--- src/rtl/fifo_rd_ctrl_if.sv ---
// Read-side bundle between the VGA pixel fetch and the async FIFO read controller.
// Carries the read request, the synchronized write pointer, and all read-domain status.
// The master modport is the fetch/sync side; the slave modport is the controller.
interface fifo_rd_ctrl_if #(
  parameter int ADDR_W = 9
);
  logic              rd_en;
  logic [ADDR_W:0]   rq2_wptr;
  logic [ADDR_W-1:0] raddr;
  logic [ADDR_W:0]   rptr;
  logic              empty;
  logic              almost_empty;
  logic [ADDR_W:0]   rd_level;
  logic              rd_valid;
  logic              underflow;

  modport master (
    output rd_en, rq2_wptr,
    input  raddr, rptr, empty, almost_empty, rd_level, rd_valid, underflow
  );

  modport slave (
    input  rd_en, rq2_wptr,
    output raddr, rptr, empty, almost_empty, rd_level, rd_valid, underflow
  );
endinterface

--- src/rtl/fifo_rd_ctrl.sv ---
// Read-domain pointer/flag controller of the camera-to-VGA async FIFO.
// Latency: flags/level update at the edge after a read or rq2_wptr change; rd_valid 1 cycle after read.
// Backpressure: a read is taken only when rd_en=1 and empty=0; rd_en while empty pulses underflow.
module fifo_rd_ctrl #(
  parameter int ADDR_W    = 9,
  parameter int AE_THRESH = 4
) (
  input  logic           clk,
  input  logic           rst_n,
  fifo_rd_ctrl_if.slave  bus
);

  logic [ADDR_W:0] rbin;
  logic [ADDR_W:0] rbin_next;
  logic [ADDR_W:0] wbin;
  logic [ADDR_W:0] level_next;
  logic [ADDR_W:0] rptr_next;
  logic            rd_ok;

  // The registered empty flag is the only gate on a read, so there is no input->output path.
  assign rd_ok      = bus.rd_en & ~bus.empty;
  assign rbin_next  = rbin + {{ADDR_W{1'b0}}, rd_ok};
  assign rptr_next  = (rbin_next >> 1) ^ rbin_next;
  assign level_next = wbin - rbin_next;

  // RAM address comes straight from the binary pointer register.
  assign bus.raddr = rbin[ADDR_W-1:0];

  // Gray-to-binary of the synchronized write pointer: bit i is the XOR of all gray bits >= i.
  always_comb begin
    wbin = '0;
    for (int i = 0; i <= ADDR_W; i++) begin
      wbin[i] = ^(bus.rq2_wptr >> i);
    end
  end

  // Pointer, flag and level registers; flags are computed from the post-read pointer so the
  // last read sets empty at the same edge, and synchronizer lag only delays empty deassertion.
  always_ff @(posedge clk) begin
    if (!rst_n) begin
      rbin             <= '0;
      bus.rptr         <= '0;
      bus.empty        <= 1'b1;
      bus.almost_empty <= 1'b1;
      bus.rd_level     <= '0;
      bus.rd_valid     <= 1'b0;
      bus.underflow    <= 1'b0;
    end else begin
      rbin             <= rbin_next;
      bus.rptr         <= rptr_next;
      bus.empty        <= (rptr_next == bus.rq2_wptr);
      bus.almost_empty <= (level_next <= (ADDR_W+1)'(AE_THRESH));
      bus.rd_level     <= level_next;
      bus.rd_valid     <= rd_ok;
      bus.underflow    <= bus.rd_en & bus.empty;
    end
  end

endmodule

--- src/flat_wrapper.sv ---
// flat-port wrapper written by rule: the top's interface ports become plain ports
module fifo_rd_ctrl_flat 
#(
  parameter int ADDR_W    = 9,
  parameter int AE_THRESH = 4
)
  (clk, rst_n, bus_rd_en, bus_rq2_wptr, bus_raddr, bus_rptr, bus_empty, bus_almost_empty, bus_rd_level, bus_rd_valid, bus_underflow);
  fifo_rd_ctrl_if #(.ADDR_W(ADDR_W)) bus_i ();
  input  logic clk;
  input  logic rst_n;
  input wire logic [$bits(bus_i.rd_en)-1:0] bus_rd_en;
  input wire logic [$bits(bus_i.rq2_wptr)-1:0] bus_rq2_wptr;
  output wire logic [$bits(bus_i.raddr)-1:0] bus_raddr;
  output wire logic [$bits(bus_i.rptr)-1:0] bus_rptr;
  output wire logic [$bits(bus_i.empty)-1:0] bus_empty;
  output wire logic [$bits(bus_i.almost_empty)-1:0] bus_almost_empty;
  output wire logic [$bits(bus_i.rd_level)-1:0] bus_rd_level;
  output wire logic [$bits(bus_i.rd_valid)-1:0] bus_rd_valid;
  output wire logic [$bits(bus_i.underflow)-1:0] bus_underflow;
  assign bus_i.rd_en = bus_rd_en;
  assign bus_i.rq2_wptr = bus_rq2_wptr;
  assign bus_raddr = bus_i.raddr;
  assign bus_rptr = bus_i.rptr;
  assign bus_empty = bus_i.empty;
  assign bus_almost_empty = bus_i.almost_empty;
  assign bus_rd_level = bus_i.rd_level;
  assign bus_rd_valid = bus_i.rd_valid;
  assign bus_underflow = bus_i.underflow;
  fifo_rd_ctrl #(.ADDR_W(ADDR_W), .AE_THRESH(AE_THRESH)) u_core (.clk(clk), .rst_n(rst_n), .bus(bus_i));
endmodule
--- config.mk ---
export PLATFORM = sky130hd
export DESIGN_NAME = fifo_rd_ctrl_flat
export DESIGN_NICKNAME = d
export VERILOG_FILES = /design/src/rtl/fifo_rd_ctrl_if.sv /design/src/rtl/fifo_rd_ctrl.sv /design/src/flat_wrapper.sv
export SDC_FILE = /design/constraint.sdc
export NUM_CORES = 1
export LEC_CHECK = 0
export CAP_MARGIN = 20
export CORE_ASPECT_RATIO = 1.25
export CORE_MARGIN = 2
export CORE_UTILIZATION = 54
export CTS_CLUSTER_SIZE = 28
export DETAILED_ROUTE_END_ITERATION = 10
export HOLD_SLACK_MARGIN = 0.06
export PLACE_DENSITY = 0.85
export SLEW_MARGIN = 10
export SYNTH_ARGS = -nofsm -noshare
export SYNTH_HDL_FRONTEND = slang
export SYNTH_SLANG_ARGS = --single-unit
export TNS_END_PERCENT = 30
--- constraint.sdc ---
create_clock -name clk -period 7.2 [get_ports clk]
set_input_delay 1.44 -clock clk [delete_from_list [all_inputs] [get_ports clk]]
set_output_delay 1.44 -clock clk [all_outputs]
set_load 0.02 [all_outputs]
# Word-level counts from Yosys, hierarchy flattened
# Cells that the tools add are included.
[totals] wordCells=25 mem_bits_ro=0 latchBits=0 ramBits=0 n_memories=0 regBits=34 input_bits=13 out_inout_bits=33
[op_classes] add_sub_neg=2 magnitude_cmp=1 mul=0 div_mod_pow=0 n_eq_ne=1 mux=0 shifts=0 bitwise_logic=4 reduce_logical=10
[op_table] cell="parity 10 bit" count=10
[op_table] cell="adder 10 x 1 -> 10 bit" count=1
[op_table] cell="equality test 10 bit" count=1
[op_table] cell="<= comparator 10 x 3 -> 1 bit, second input constant" count=1
[op_table] cell="subtractor 10 bit" count=1
[op_table] cell="XOR 9 x 10 -> 10 bit" count=1
[op_table] cell="AND 1 bit" count=2
[op_table] cell="NOT 1 bit" count=1

# Longest topological paths before layout
# Gate-level depths: netlist of run 1.
[depth] depth_word=5 depth_mapped=16 depth_no_buf=15

# Least setup slack after synthesis of run 1
# Ideal clock, no wire load.
[synth_timing] path_type="input to register" startpoint="input bus_rq2_wptr[8]" endpoint="register u_core.bus.almost_empty" t_required_ns=7.063 slack_ns=2.233 stages=16 path_buffers=1 setup_time_ns=0.137 arrival_ns=4.830 cell_sequence="buf_2 xor3_2 xnor3_2 xor2_1 xor2_1 xnor2_1 ha_1 inv_1 fa_1 nand2b_1 a2bb2oi_1 o2111a_1 a211oi_1 a21oi_1 a31oi_1 nor4_2"
[synth_via] elab_chain_cells=3 elab_cells_between_ends=11 classes_between="add/sub (1); order compare (1); reduce/logical (9)"
[synth_rtl] element="from (decl)" line="flat_wrapper.sv:12" text="input wire logic [$bits(bus_i.rq2_wptr)-1:0] bus_rq2_wptr;"
[synth_rtl] element="parity 10 bit" line="fifo_rd_ctrl.sv:33" text="wbin[i] = ^(bus.rq2_wptr >> i);"
[synth_rtl] element="subtractor 10 bit (*)" line="fifo_rd_ctrl.sv:24" text="assign level_next = wbin - rbin_next;"
[synth_rtl] element="net u_core.level_next[1]" line="fifo_rd_ctrl.sv:16" text="logic [ADDR_W:0] level_next;"
[synth_rtl] element="<= comparator 10 x 3 -> 1 bit (*)" line="fifo_rd_ctrl.sv:52" text="bus.almost_empty <= (level_next <= (ADDR_W+1)'(AE_THRESH));"
[synth_rtl] element="to (signal assigned)" line="fifo_rd_ctrl.sv:52"
[synth_rtl] element="to (decl)" line="fifo_rd_ctrl_if.sv:24" text="output raddr, rptr, empty, almost_empty, rd_level, rd_valid, underflow"
# The timed path passes the listed nets; every way through them passes the cells marked *.
# A chain may end at the register's enable or synchronous reset.

# Worst setup path after layout of run 1
[layout_timing] startpoint="input bus_rq2_wptr[9]" endpoint="register u_core.bus.almost_empty"
[layout_via] elab_chain_cells=3 elab_cells_between_ends=12 classes_between="add/sub (1); order compare (1); reduce/logical (10)"
[layout_rtl] element="parity 10 bit" line="fifo_rd_ctrl.sv:33"
[layout_rtl] element="subtractor 10 bit (*)" line="fifo_rd_ctrl.sv:24"
[layout_rtl] element="<= comparator 10 x 3 -> 1 bit (*)" line="fifo_rd_ctrl.sv:52"
# Mark *: on every way between the ends. The rest lies on a longest branch, timed or not.

==> impl_metrics.env, run 1 <==
export IMPL_hold_viol=0
export IMPL_yosysWarnings=0
export IMPL_grt_pass1_wl_um=7440
export IMPL_port_buffers=45
export IMPL_clock_path_buffers=2
export IMPL_cts_tree="yes"
export IMPL_synth_cells=232
export IMPL_power_density_nw_per_um2=245
export IMPL_layout_drive_gt1_share_pct=5.42
export IMPL_antenna_found_initial=0
export IMPL_dp_hpwl_um=3360
export IMPL_first_global_vias=1704
export IMPL_startpoint_type="input port"
export IMPL_post_route_drc_count=2
export IMPL_die_h_um=72.3
export IMPL_coreArea_sq_um=3540
export IMPL_routedWlPerCell_um=14.3
export IMPL_ctsResizeCount=0
export IMPL_vias=1762
export IMPL_setup_viol=0
export IMPL_fmax_mhz=181
export IMPL_place_gp_congestion=0.899
export IMPL_synth_fp_nets=253
export IMPL_std_cell_rows=24
export IMPL_ys_types=49
export IMPL_drv_cap=0
export IMPL_timing_clock_skew_ns=0.00452
export IMPL_drt_pass1_iter_count=7
export IMPL_worstMarginPinSlew_ns=0.802
export IMPL_period_share_pct=76.8
export IMPL_die_area_sq_um=4240
export IMPL_worst_setup_path_end_kind="flop"
export IMPL_maxSlewHeadroom_pct=46.2
export IMPL_insertedDiodeCount=0
export IMPL_ys_ff_latch=33
export IMPL_critical_path_required_ns=7.39
export IMPL_layout_common_cells="clkdlybuf4s50_1, dfxtp_1, xnor2_1, nor2_1, nand2_1"
export IMPL_syn_area_per_cell_sq_um=8.69
export IMPL_syn2layout_area_growth_pct=27.8
export IMPL_synth_async_sr_flop_share_pct=0
export IMPL_drv_slew=0
export IMPL_grt_ovfl_total=0
export IMPL_drt_iter0_markers=66
export IMPL_final_common_cell="clkdlybuf4s50_1"
export IMPL_synth_yosys_seq_area_share_pct=32.8
export IMPL_syn_cell_area_sq_um=2020
export IMPL_crit_arrival_ns=5.72
export IMPL_leakage_uw=0.000975
export IMPL_insertion_delay_ns=0.28
export IMPL_clk_pin_slew_worst_paths_ns=0.06
export IMPL_layout_nets=298
export IMPL_routed_via_density=5.58
export IMPL_holdWs_ns=0.458
export IMPL_cts_inserted_buffers=5
export IMPL_violations="design-rule violations"
export IMPL_grt_max_degree=29
export IMPL_critical_path_class="in -> reg"
export IMPL_holdBufCountCts=0
export IMPL_clock_sinks=33
export IMPL_die_x_um=58.6
export IMPL_postLayoutCoreUtil_pct=72.7
export IMPL_start_util_pct=56.9
export IMPL_ant_nets=0
export IMPL_setup_tns_ns=0
export IMPL_io_pins=46
export IMPL_crit_fanout=8
export IMPL_cts_max_level=2
export IMPL_synth_ff_type="dfxtp_1"
export IMPL_status="finished with violations"
export IMPL_hold_class="reg -> reg"
export IMPL_ir_drop_mv=0.177
export IMPL_wl_um=4510
export IMPL_min_period_ns=5.53
export IMPL_cts_root_buffer="clkbuf_8"
export IMPL_synth_edf_count=0
export IMPL_postCtsSetupRepairBufs=0
export IMPL_rsz0062_at_grt="false"
export IMPL_grt_usage_pct=22.7
final cells by class:
class | instances | area (sq um)
Multi-Input combinational cell | 184 | 1300
Fill cell | 287 | 967
Sequential cell | 33 | 661
Timing Repair Buffer | 46 | 458
Clock buffer | 7 | 86.3
Tap cell | 39 | 48.8
Inverter | 7 | 26.3
synth_stat cells, types with 4 or more instances:
library cell  number  area [sq um]
xor2_1            15           131
or3_1              8          50.1
dfxtp_1           33           661
nor3_1             4          20.0
xnor2_1           26           228
and2_1             6          37.5
clkbuf_1           6          22.5
inv_1              6          22.5
ha_1               7          87.6
nand2_1           17          63.8
a21oi_1           10          50.1
nand3_1            9          45.0
nor2_1            25          93.8
o21ai_0            6          30.0
worst max-delay path: stages:
cell and delay [ns]:
clkdlybuf4s50_1 0.56, xor3_2 0.56, xnor3_2 0.49, xor2_1 0.25
xor2_1 0.34, xnor2_1 0.18, ha_1 0.19, inv_1 0.05
fa_1 0.44, xor2_1 0.22, a2111oi_0 0.45, a211oi_1 0.09
a21oi_1 0.18, a31oi_1 0.13, nor4_2 0.15
path summary, 6_finish.rpt:
path | start | end | slack [ns] | cells past startpoint
min reg2reg | u_core.bus.empty | u_core.bus.rd_valid | 0.46 | 1
max reg2reg | u_core.bus.empty | u_core.bus.almost_empty | 3.35 | 14
min | u_core.bus.empty | u_core.bus.rd_valid | 0.46 | 1
max | bus_rq2_wptr[9] | u_core.bus.almost_empty | 1.67 | 15
logic make-up after synthesis:
logic type | count (synthesis) | share of synthesized area, %
compound gates | 45 | 15.5
xor+xnor | 44 | 21.4
fa+ha+maj | 8 | 5.34
buf+inv | 15 | 2.92
flops | 33 | 32.8
mux | 3 | 1.49
simple gates | 84 | 20.6
layer usage:
metal	vias up	share of wire [%]	track usage [%]
li1	896	-	-
met2	41	50	39.1
met3	6	3.7	4.81
met4	0	1.8	10.4
met5	-	0	0
met1	819	44	26.9
through the flow:
step | std cells | worst slack, ns | power, uW | cell area [sq um]
4_1_cts | 316 | 1.70 | 632 | 2580
6_report | 316 | 1.67 | 631 | 2580
3_3_place_gp | 309 | 1.55 | 490 | 2490
5_1_grt | 316 | 1.35 | 670 | 2580
2_1_floorplan | 232 | 2.23 | 411 | 2020
3_5_place_dp | 309 | 1.43 | 493 | 2490
registers in the layout, indices dropped and copies added (netlist names):
signal / count
u_core.bus.almost_empty: 1
u_core.bus.empty: 1
u_core.bus.rd_level: 10
u_core.bus.rd_valid: 1
u_core.bus.rptr: 10
u_core.bus.underflow: 1
u_core.rbin: 9
where the power goes:
group | total [uW] | internal (uW) | switching, uW | leakage, uW
clock | 137 | 75.7 | 61.4 | 0.0000443
combinational | 283 | 129 | 154 | 0.000661
sequential | 211 | 204 | 6.68 | 0.000270
total | 631 | 409 | 222 | 0.000975
Note: power is estimated with default switching activity, not from simulation.
==> run 2: changes to the inputs <==
--- a/config.mk
+++ b/config.mk
@@ -8,11 +8,11 @@
 export CAP_MARGIN = 20
 export CORE_ASPECT_RATIO = 1.25
 export CORE_MARGIN = 2
-export CORE_UTILIZATION = 54
+export CORE_UTILIZATION = 50
 export CTS_CLUSTER_SIZE = 28
 export DETAILED_ROUTE_END_ITERATION = 10
 export HOLD_SLACK_MARGIN = 0.06
-export PLACE_DENSITY = 0.85
+export PLACE_DENSITY = 0.8
 export SLEW_MARGIN = 10
 export SYNTH_ARGS = -nofsm -noshare
 export SYNTH_HDL_FRONTEND = slang
==> constraint.sdc (replaced) <==
create_clock -name clk -period 5.32 [get_ports clk]
set_input_delay 1.064 -clock clk [delete_from_list [all_inputs] [get_ports clk]]
set_output_delay 1.064 -clock clk [all_outputs]
set_load 0.02 [all_outputs]
==> impl_metrics.env, run 2 (same netlist as run 1, synthesis figures left out) <==
export IMPL_postCtsSetupRepairBufs=0
export IMPL_ant_nets=0
export IMPL_crit_fanout=7
export IMPL_largestRegisters="u_core.bus.rd_level: 10 flops, u_core.bus.rptr: 10 flops, u_core.rbin: 9 flops"
export IMPL_antenna_found_initial=0
export IMPL_min_period_ns=4.91
export IMPL_rsz0062_at_grt="false"
export IMPL_drt_iter0_markers=67
export IMPL_holdBufCountCts=0
export IMPL_regArea_sq_um=661
export IMPL_wl_um=4450
export IMPL_status="finished, final reports clean"
export IMPL_drv_cap=0
export IMPL_worst_setup_path_end_kind="flop"
export IMPL_cts_max_level=2
export IMPL_grt_max_degree=29
export IMPL_cts_root_buffer="clkbuf_8"
export IMPL_ctsResizeCount=0
export IMPL_insertedDiodeCount=0
export IMPL_multiInputGateArea_sq_um=1300
export IMPL_place_gp_congestion=0.885
export IMPL_post_route_drc_count=0
export IMPL_postLayoutCoreUtil_pct=68.8
export IMPL_period_share_pct=92.4
export IMPL_maxSlewHeadroom_pct=59.6
export IMPL_clk_pin_slew_worst_paths_ns=0.07
export IMPL_vias=1809
export IMPL_layout_drive_gt1_share_pct=6.76
export IMPL_coreArea_sq_um=3820
export IMPL_port_buffers=45
export IMPL_leakage_uw=0.000994
export IMPL_die_h_um=75.0
export IMPL_start_util_pct=52.8
export IMPL_fillers=314
export IMPL_cts_inserted_buffers=5
export IMPL_grt_ovfl_total=0
export IMPL_die_area_sq_um=4560
export IMPL_fmax_mhz=204
export IMPL_grt_pass1_wl_um=7420
export IMPL_power_switching_uw=303
export IMPL_insertion_delay_ns=0.29
export IMPL_std_cell_rows=25
export IMPL_cts_tree="yes"
export IMPL_setup_tns_ns=0
export IMPL_ir_drop_mv=0.267
export IMPL_worstMarginPinSlew_ns=0.603
export IMPL_drv_slew=0
export IMPL_hold_class="reg -> reg"
export IMPL_syn2layout_area_growth_pct=30.2
export IMPL_clock_path_buffers=2
export IMPL_io_pins=46
export IMPL_p_int_uw=562
export IMPL_setup_viol=0
export IMPL_clock_sinks=33
export IMPL_drt_pass1_iter_count=4
export IMPL_timing_clock_skew_ns=0.00576
export IMPL_crit_arrival_ns=5.07
export IMPL_power_density_nw_per_um2=330
export IMPL_p_comb_share_pct=45.3
export IMPL_layout_nets=302
export IMPL_swShare_pct=35.0
export IMPL_routedWlPerCell_um=13.3
export IMPL_hold_viol=0
export IMPL_die_x_um=60.8
export IMPL_layout_common_cells="clkdlybuf4s50_1, dfxtp_1, xnor2_1, nor2_1, nand2_1"
export IMPL_startpoint_type="input port"
export IMPL_critical_path_class="in -> reg"
export IMPL_dp_hpwl_um=3370
export IMPL_dp_cells=328
export IMPL_seq_power_share_pct=32.8
export IMPL_routed_via_density=5.40
export IMPL_stdcell_count=335
export IMPL_grt_usage_pct=21.7
export IMPL_p_clk_share_pct=21.8
export IMPL_first_global_vias=1770
export IMPL_post_place_ws_ns=0.194
export IMPL_critical_path_required_ns=5.47
export IMPL_final_common_cell="clkdlybuf4s50_1"
export IMPL_layout_setup_ws_ns=0.406
## run 2: cell types whose count changed in the layout (fill, tap and decap cells not counted)
cell	change
buf_4	+4
## run 2: per-layer routing
metal	up-vias	share of wire (%)	GRT usage [%]
met4	0	3.3	14.0
met2	55	50	36.3
met1	835	42	25.2
met5	-	0	0
li1	908	-	-
met3	11	4.6	3.95
## run 2: final timing paths
| kind | startpoint | endpoint | slack [ns] | cells past startpoint |
|---|---|---|---|---|
| worst max-delay path | bus_rq2_wptr[9] | u_core.bus.almost_empty | 0.41 | 16 |
| worst min-delay path | u_core.bus.empty | u_core.bus.rd_valid | 0.45 | 1 |
| worst max register to register | u_core.bus.empty | u_core.bus.almost_empty | 1.90 | 13 |
| worst min register to register | u_core.bus.empty | u_core.bus.rd_valid | 0.45 | 1 |
## run 2: power by group through the flow
stage	registers, uW	logic [uW]	clock network (uW)
floorplan	327	230	0
global placement	290	381	0
detailed placement	290	386	0
CTS	285	392	192
global route	287	434	205
finish	284	392	189
## run 2: worst max-delay path, stage by stage
cell             delay (ns)
clkdlybuf4s50_1        0.56
xor3_2                 0.57
xnor3_2                0.41
xor2_1                 0.22
xor2_1                 0.24
xnor2_1                0.15
ha_1                   0.18
inv_1                  0.05
fa_1                   0.49
nand2b_1               0.17
a2bb2oi_1              0.09
o2111a_1               0.25
a211oi_1               0.27
a21oi_1                0.08
a31oi_1                0.22
nor4_2                 0.05
## run 2: cell type report
type	count	area share, %
multi-input combinational	184	49.4
sequential	33	25.2
timing repair buffer	50	18.6
clock buffer	7	3.29
tap	54	2.57
inverter	7	1.00
## run 2: stage by stage
step                      cell area, sq um  power [uW]  hold WS [ns]
after global routing                  2630         925         0.467
after detailed placement              2540         676         0.445
after global placement                2540         671         0.436
after CTS                             2630         869         0.455
after floorplan                       2020         556         0.511
final                                 2630         865         0.450
